$ cat src/rtl/wb_chan_regbank.sv
// Wishbone register bank with N_CHAN channels, each a byte-lane writable CTRL
// register and a sticky write-1-to-clear STAT register; selectable read/write stages.
module wb_chan_regbank #(
    parameter int              N_CHAN   = 4,
    parameter int              F_W      = 8,
    parameter int              AW       = 6,
    parameter logic [F_W-1:0]  CTRL_RST = '0,
    parameter int              RD_PIPE  = 1,
    parameter int              WR_PIPE  = 1
) (
    input  logic                    clk_i,
    input  logic                    rst_n_i,
    input  logic                    wb_cyc_i,
    input  logic                    wb_stb_i,
    input  logic                    wb_we_i,
    input  logic [AW-3:0]           wb_adr_i,
    input  logic [3:0]              wb_sel_i,
    input  logic [31:0]             wb_dat_i,
    output logic                    wb_ack_o,
    output logic                    wb_err_o,
    output logic                    wb_rty_o,
    output logic                    wb_stall_o,
    output logic [31:0]             wb_dat_o,
    output logic [N_CHAN*F_W-1:0]   ctrl_o,
    output logic [N_CHAN-1:0]       ctrl_wr_o,
    input  logic [N_CHAN*F_W-1:0]   stat_i
);

    localparam int WA_W = AW - 2;

    logic [F_W-1:0]       ctrl_q [N_CHAN];
    logic [F_W-1:0]       stat_q [N_CHAN];
    logic                 busy;
    logic                 accept;
    logic                 rd_acc;
    logic                 wr_acc;
    logic [2*N_CHAN-1:0]  rd_hit;
    logic [2*N_CHAN-1:0]  wr_hit;
    logic                 rd_mapped;
    logic                 wr_mapped;
    logic [31:0]          rdata;
    logic                 wr_vld;
    logic [WA_W-1:0]      wr_adr;
    logic [31:0]          wr_dat;
    logic [3:0]           wr_sel;
    logic [F_W-1:0]       wmask;
    logic                 rd_ack;
    logic                 rd_err;
    logic [31:0]          rd_dat;
    logic                 wr_ack_q;
    logic                 wr_err_q;
    logic [N_CHAN-1:0]    ctrl_wr_q;
    logic                 unused_wr;

    // Byte lane k covers bits [8k+7:8k]; bits above F_W simply do not exist.
    function automatic logic [F_W-1:0] lane_mask(input logic [3:0] sel);
        logic [F_W-1:0] m;
        for (int i = 0; i < F_W; i++) begin
            m[i] = sel[i/8];
        end
        return m;
    endfunction

    // Bit 2c flags CTRL[c], bit 2c+1 flags STAT[c]; no bit set means unmapped.
    function automatic logic [2*N_CHAN-1:0] decode(input logic [WA_W-1:0] wa);
        logic [2*N_CHAN-1:0] hit;
        for (int w = 0; w < 2*N_CHAN; w++) begin
            hit[w] = (wa == WA_W'(w));
        end
        return hit;
    endfunction

    assign accept    = wb_cyc_i & wb_stb_i & ~busy;
    assign rd_acc    = accept & ~wb_we_i;
    assign wr_acc    = accept & wb_we_i;
    assign rd_hit    = decode(wb_adr_i);
    assign rd_mapped = |rd_hit;
    assign wr_hit    = decode(wr_adr);
    assign wr_mapped = |wr_hit;
    assign wmask     = lane_mask(wr_sel);
    assign unused_wr = ^{wr_dat, wr_sel};

    always_comb begin
        rdata = '0;
        for (int c = 0; c < N_CHAN; c++) begin
            if (rd_hit[2*c])   rdata[F_W-1:0] = rdata[F_W-1:0] | ctrl_q[c];
            if (rd_hit[2*c+1]) rdata[F_W-1:0] = rdata[F_W-1:0] | stat_q[c];
        end
    end

    // Write stage p0: optional capture of the accepted write before commit.
    generate
        if (WR_PIPE != 0) begin : g_wr_pipe
            logic            vld_p0;
            logic [WA_W-1:0] adr_p0;
            logic [31:0]     dat_p0;
            logic [3:0]      sel_p0;

            always_ff @(posedge clk_i or negedge rst_n_i) begin
                if (!rst_n_i) begin
                    vld_p0 <= 1'b0;
                end else begin
                    vld_p0 <= wr_acc;
                end
            end

            always_ff @(posedge clk_i) begin
                if (wr_acc) begin
                    adr_p0 <= wb_adr_i;
                    dat_p0 <= wb_dat_i;
                    sel_p0 <= wb_sel_i;
                end
            end

            assign wr_vld = vld_p0;
            assign wr_adr = adr_p0;
            assign wr_dat = dat_p0;
            assign wr_sel = sel_p0;
        end else begin : g_wr_direct
            assign wr_vld = wr_acc;
            assign wr_adr = wb_adr_i;
            assign wr_dat = wb_dat_i;
            assign wr_sel = wb_sel_i;
        end
    endgenerate

    // Commit stage: registers update; a status event in the same cycle beats a clear.
    always_ff @(posedge clk_i or negedge rst_n_i) begin
        if (!rst_n_i) begin
            for (int c = 0; c < N_CHAN; c++) begin
                ctrl_q[c] <= CTRL_RST;
                stat_q[c] <= '0;
            end
        end else begin
            for (int c = 0; c < N_CHAN; c++) begin
                if (wr_vld && wr_hit[2*c]) begin
                    ctrl_q[c] <= (ctrl_q[c] & ~wmask) | (wr_dat[F_W-1:0] & wmask);
                end
                stat_q[c] <= (stat_q[c] & ~((wr_vld && wr_hit[2*c+1]) ?
                                             (wr_dat[F_W-1:0] & wmask) : '0))
                           | stat_i[c*F_W +: F_W];
            end
        end
    end

    always_ff @(posedge clk_i or negedge rst_n_i) begin
        if (!rst_n_i) begin
            busy      <= 1'b0;
            wr_ack_q  <= 1'b0;
            wr_err_q  <= 1'b0;
            ctrl_wr_q <= '0;
        end else begin
            // Combinational reads complete in the accept cycle and never occupy the bank.
            busy      <= busy ? ~(wb_ack_o | wb_err_o)
                              : (accept & (wb_we_i | (RD_PIPE != 0)));
            wr_ack_q  <= wr_vld & wr_mapped;
            wr_err_q  <= wr_vld & ~wr_mapped;
            for (int c = 0; c < N_CHAN; c++) begin
                ctrl_wr_q[c] <= wr_vld & wr_hit[2*c];
            end
        end
    end

    // Read stage p0: optional registering of read response.
    generate
        if (RD_PIPE != 0) begin : g_rd_reg
            logic        ack_p0;
            logic        err_p0;
            logic [31:0] dat_p0;

            always_ff @(posedge clk_i or negedge rst_n_i) begin
                if (!rst_n_i) begin
                    ack_p0 <= 1'b0;
                    err_p0 <= 1'b0;
                    dat_p0 <= '0;
                end else begin
                    ack_p0 <= rd_acc & rd_mapped;
                    err_p0 <= rd_acc & ~rd_mapped;
                    dat_p0 <= (rd_acc & rd_mapped) ? rdata : '0;
                end
            end

            assign rd_ack = ack_p0;
            assign rd_err = err_p0;
            assign rd_dat = dat_p0;
        end else begin : g_rd_comb
            assign rd_ack = rd_acc & rd_mapped;
            assign rd_err = rd_acc & ~rd_mapped;
            assign rd_dat = (rd_acc & rd_mapped) ? rdata : '0;
        end
    endgenerate

    generate
        for (genvar c = 0; c < N_CHAN; c++) begin : g_ctrl_out
            assign ctrl_o[c*F_W +: F_W] = ctrl_q[c];
        end
    endgenerate

    assign wb_ack_o   = rd_ack | wr_ack_q;
    assign wb_err_o   = rd_err | wr_err_q;
    assign wb_rty_o   = 1'b0;
    assign wb_stall_o = wb_cyc_i & wb_stb_i & ~(wb_ack_o | wb_err_o);
    assign wb_dat_o   = rd_dat;
    assign ctrl_wr_o  = ctrl_wr_q;

endmodule
$ cat config.mk
export PLATFORM = sky130hd
export DESIGN_NAME = wb_chan_regbank
export DESIGN_NICKNAME = d
export VERILOG_FILES = /design/src/rtl/wb_chan_regbank.sv
export SDC_FILE = /design/constraint.sdc
export NUM_CORES = 1
export LEC_CHECK = 0
export ABC_AREA = 1
export BUFFER_PORTS_ARGS = -buffer_cell sky130_fd_sc_hd__buf_2
export CAP_MARGIN = 20
export CORE_ASPECT_RATIO = 1.1
export CORE_MARGIN = 4
export CORE_UTILIZATION = 30
export DETAILED_ROUTE_END_ITERATION = 10
export GPL_TIMING_DRIVEN = 0
export SLEW_MARGIN = 20
export SYNTH_ARGS = -nofsm -noshare
export SYNTH_HDL_FRONTEND = slang
export SYNTH_SLANG_ARGS = --single-unit
$ cat constraint.sdc
create_clock -name clk_i -period 2.08 [get_ports clk_i]
set_input_delay 0.104 -clock clk_i [delete_from_list [all_inputs] [get_ports clk_i]]
set_output_delay 0.104 -clock clk_i [all_outputs]
set_load 0.01 [all_outputs]
# ---- Word level (Yosys, flattened, before mapping)
# Index checks and enable logic that the tools add are counted.
# W data, S select, Z words.
dict set report word_totals {
  register_bits 95
  latch_bits 0
  ram_bits 0
  romBits 0
  inputBits 77
  elab_cells 109
  memories 0
}
dict set report op_classes {
  n_addsub 0
  n_mul 0
  div 0
  magnitude_cmp 0
  n_eq_ne 14
  shifts 0
  n_mux 14
  bitwise 50
  n_reduce_logical 12
}
# cell n
set ops {}
lappend ops {{$or A8 B8 Y8} 15}
lappend ops {{$mux W8} 13}
lappend ops {{$and A8 B8 Y8} 9}
lappend ops {{$not A8 Y8} 5}
lappend ops {{$eq A4 B3 Y1 const B} 8}
lappend ops {{$eq A4 B2 Y1 const B} 4}
lappend ops {{$reduce_or A8 Y1} 2}
lappend ops {{$and A1 B1 Y1} 13}
lappend ops {{$eq A4 B1 Y1 const B} 2}
lappend ops {{$logic_and A1 B1 Y1} 8}
lappend ops {{$logic_not A4 Y1} 2}
lappend ops {{$not A1 Y1} 5}
lappend ops {{$or A1 B1 Y1} 3}
lappend ops {{$mux W1} 1}

# ---- Depth between registers and ports, before layout
dict set report depth {
  word_depth 17
  ltp_mapped 7
  depth_no_buf 7
}

# ---- Worst setup path before layout
# OpenSTA, ideal clock, no wires.
dict set report synth_timing {
  kind {register to register}
  start {register busy}
  end {register g_wr_pipe.adr_p0[0], enable pin}
  setup_time_ps 384
  arrival_ps 1265
  slack_ps 431
  stages_incl_launch_ff 4
  path_buffers 0
  period_less_slack_ps 1649
  path_cell_list {dfrtp_1 nor3_1 inv_1 nor2_1}
}
dict set report synth_between {
  elab_chain_len 3
}
# element line_no
set synth_rtl {}
lappend synth_rtl {{start, declared} 33} ;# logic busy;
lappend synth_rtl {{start signal, assigned} 154} ;# busy <= busy ? ~(wb_ack_o | wb_err_o)
lappend synth_rtl {{$not A1 Y1} 73} ;# assign accept = wb_cyc_i & wb_stb_i & ~busy;
lappend synth_rtl {{$and A1 B1 Y1} 73}
lappend synth_rtl {{$and A1 B1 Y1} 75} ;# assign wr_acc = accept & wb_we_i;
lappend synth_rtl {{via wr_acc} 36} ;# logic wr_acc;
lappend synth_rtl {{end signal, assigned} 109} ;# adr_p0 <= wb_adr_i;
lappend synth_rtl {{end, declared} 95} ;# logic [WA_W-1:0] adr_p0;
# The timed path passes the listed nets, and every way through them passes these cells.
# A chain may end at the register's enable or synchronous reset.

# ---- Final worst setup path
dict set report layout_timing {
  start {register busy}
  end {register g_wr_pipe.dat_p0[5], enable pin}
}
dict set report layout_between {
  elab_chain_len 3
}
# element line_no
set layout_rtl {}
lappend layout_rtl {{$not A1 Y1} 73}
lappend layout_rtl {{$and A1 B1 Y1} 73}
lappend layout_rtl {{$and A1 B1 Y1} 75}
lappend layout_rtl {{via wr_acc} 36}
lappend layout_rtl {{end signal, assigned} 110} ;# dat_p0 <= wb_dat_i;
lappend layout_rtl {{end, declared} 96} ;# logic [31:0] dat_p0;
# The timed path passes the listed nets, and every way through them passes these cells.

==> results.py <==
metrics = {
    "floorplan": {
        "design.die.area_um2": 16700,
        "start_util": 0.306,
        "die_h_um": 135,
        "placementRows": 46,
        "coreArea_um2": 14400,
        "die_w_um": 124,
        "io_pins": 149,
    },
    "critical_path": {
        "rr_worst_depth": 3,
        "r2r_start": "busy",
        "cp-end-kind": "flip-flop",
        "worstPathMaxFanout": 14,
        "crit_start": "busy",
        "slowest_stage": "nor2_2",
        "endpoint": "g_wr_pipe.dat_p0[5]",
        "cp-start-kind": "flip-flop",
        "cp.arrival_ps": 1730,
        "cp_data_required_time_ps": 2050,
        "reg2reg_slack_ps": 320,
        "critPathMaxStageDelay_ps": 640,
        "worst-setup-path-type": "reg2reg",
        "r2r_end": "g_wr_pipe.dat_p0[5]",
        "path_cells": "nor3_1 > inv_1 > nor2_2",
    },
    "grt": {
        "grt_max_degree": 53,
        "grt_pass1_wl_mm": 19.9,
        "overflow": 0,
        "grt.total_usage": 0.157,
        "antenna_found_initial": 0,
        "grt_pass1_vias": 3755,
    },
    "placed_design": {
        "dp_hpwl_mm": 9.96,
        "portBuffers": 96,
        "pre_cts_ws_ps": 258,
        "place_congestion": 0.905,
    },
    "synthesis": {
        "avgSynthCellArea_um2": 9.04,
        "seq_area_frac_synth": 0.552,
        "synthSimpleGateAreaFrac": 0.224,
        "syn_inst": 489,
        "synthXorXnorAreaFrac": 0,
        "synth_cell_types": 22,
        "synth_fa_ha_area_frac": 0,
        "yosysWarnings": 0,
        "syn_area_um2": 4420,
        "ys_ff_latch": 95,
        "synth_top_family_by_area": "simple AND/OR/NAND/NOR gates",
        "synth_compound_area_frac": 0.100,
        "synthMuxAreaShare": 0,
    },
    "power": {
        "p_comb_frac": 0.129,
        "power_density_nw_per_um2": 681,
        "p_sw_mw": 1.04,
        "power_frac_seq": 0.494,
        "ir_worst_vdd_uv": 488,
        "p_int_mw": 3.03,
        "power.leakage_nw": 3.03,
        "p_sw_frac": 0.256,
        "p_clk_frac": 0.378,
        "power.total_mw": 4.07,
    },
    "clock_tree": {
        "clock-sinks": 95,
        "cts_tree": "built",
        "cts.reportedPaths.clkPinSlew_ps": 60,
        "ctsResizeCount": 0,
        "cts_buffers": 9,
        "h-tree-depth": 3,
        "clkLatencyLatePin_ps": 340,
        "cts_buffer_depth": 2,
        "cts-root-buf": "clkbuf_16",
    },
    "routing": {
        "drc": 0,
        "num_vias": 3728,
        "via_per_inst": 4.32,
        "drt_iter0_drc": 190,
        "post_drt_wl_per_cell_um": 14.8,
        "ant_nets": 0,
        "first_pass_iters": 4,
        "totalWireLength_mm": 12.8,
    },
    "sta": {
        "rsz0062_at_grt": "false",
        "slew_headroom": 0.453,
        "max_freq_ghz": 0.568,
        "finalSetupViolCount": 0,
        "min_period_ps": 1760,
        "fin_ws_ps": 318,
        "worst_clock_skew_ps": 5.53,
        "fin_crit_sh": 0.847,
        "whs_ps": 40.4,
        "hold_viol": 0,
        "final_max_slew_viol_count": 0,
        "worstMarginPinSlew_ps": 819,
    },
    "cells_and_area": {
        "drive_gt1_frac": 0.287,
        "final_cell_mix": "nand2_1, buf_2, dfrtp_1",
        "nNetsFinal": 741,
        "area_growth_syn_to_layout_pct": 35.1,
        "final_core_util": 0.414,
        "layout_commonest_cell": "nand2_1",
    },
    "job": {
        "maxCapViolCount": 0,
    },
    "run_status": {
        "status": "finished clean",
    },
    "worst_hold_path": {
        "hp-class": "in2reg",
    },
}
worst max-delay path: cells and delay by family (launching register included):
family	cells	cell delay, ps
flip-flops	1	370
AND/OR/NAND/NOR	2	890
buffers and inverters	1	120
stage by stage:
stage	std cells	setup TNS (ps)	area (um2)
floorplan	513	0	4510
global placement	801	-1270	5230
detailed placement	802	0	5270
CTS	861	0	5970
global route	861	0	5970
finish	862	0	5970
cells by family (layout without fill, tap and decap cells):
logic type / after synthesis / in the layout
flip-flops: 95 / 95
buffers and inverters: 100 / 256
AO/OA/AOI/OAI: 73 / 73
other: 1 / 26
AND/OR/NAND/NOR: 220 / 220
synthesized netlist by cell type:
cell	count	area (um2)
o21ai_0	33	165
nand2_1	123	462
buf_4	28	210
conb_1	1	3.75
inv_1	58	218
nor2_2	4	25.0
nor2_4	3	33.8
nand2_2	5	31.3
nand4_1	1	6.26
nor3_2	2	20.0
buf_6	8	90.1
nor3_4	2	32.5
a21oi_1	8	40.0
edfxtp_1	13	390
nand3_1	57	285
o21ai_2	21	184
dfrtp_1	82	2050
nor2_1	18	67.6
o21ai_1	11	55.1
nor3_1	5	25.0
inv_2	4	15.0
buf_2	2	10.0
worst min path at each step:
stage / endpoint / cells after the start / startpoint / slack, ps
final: g_wr_pipe.adr_p0[2] / 1 / wb_adr_i[2] / 40
after global routing: g_wr_pipe.adr_p0[2] / 1 / wb_adr_i[2] / 30
after CTS: g_wr_pipe.adr_p0[2] / 1 / wb_adr_i[2] / 30
after detailed placement: asynchronous set/reset pin / 1 / rst_n_i / 60
after global placement: g_rd_reg.err_p0 / 2 / wb_we_i / 280
after floorplan: asynchronous set/reset pin / 0 / rst_n_i / -190
cell type report:
type                       count  area, um2
antenna                        1       2.50
buffer                        38        310
clock buffer                  11        243
clock inverter                 5       33.8
fill                        1428       8470
inverter                      62        233
multi-input combinational    318       1530
sequential                    95       2440
tap                          192        240
timing repair buffer         140        941
metal layers:
metal	vias to the layer above	share of wire	wire [um]	global-route usage
met5	-	0	0	0
met3	18	0.065	834	0.0305
met4	0	0.023	291	0.0652
met1	1717	0.41	5190	0.197
li1	1877	-	-	-
met2	116	0.51	6480	0.264
timing repair:
action / in CTS / in global routing
endpoints found under the setup margin: 0 / 0
endpoints found under the hold margin: 72 / 0
setup buffers: 0 / 0
hold buffers: 43 / 0
power by group through the flow:
stage / logic (mW) / clock network (mW) / registers (mW)
floorplan: 0.239 / 0 / 2.05
global placement: 0.450 / 0 / 2.04
detailed placement: 0.466 / 0 / 2.04
CTS: 0.529 / 1.57 / 2.01
global route: 0.584 / 1.64 / 2.02
finish: 0.523 / 1.54 / 2.01
Note: power is estimated with default switching activity, not from simulation.
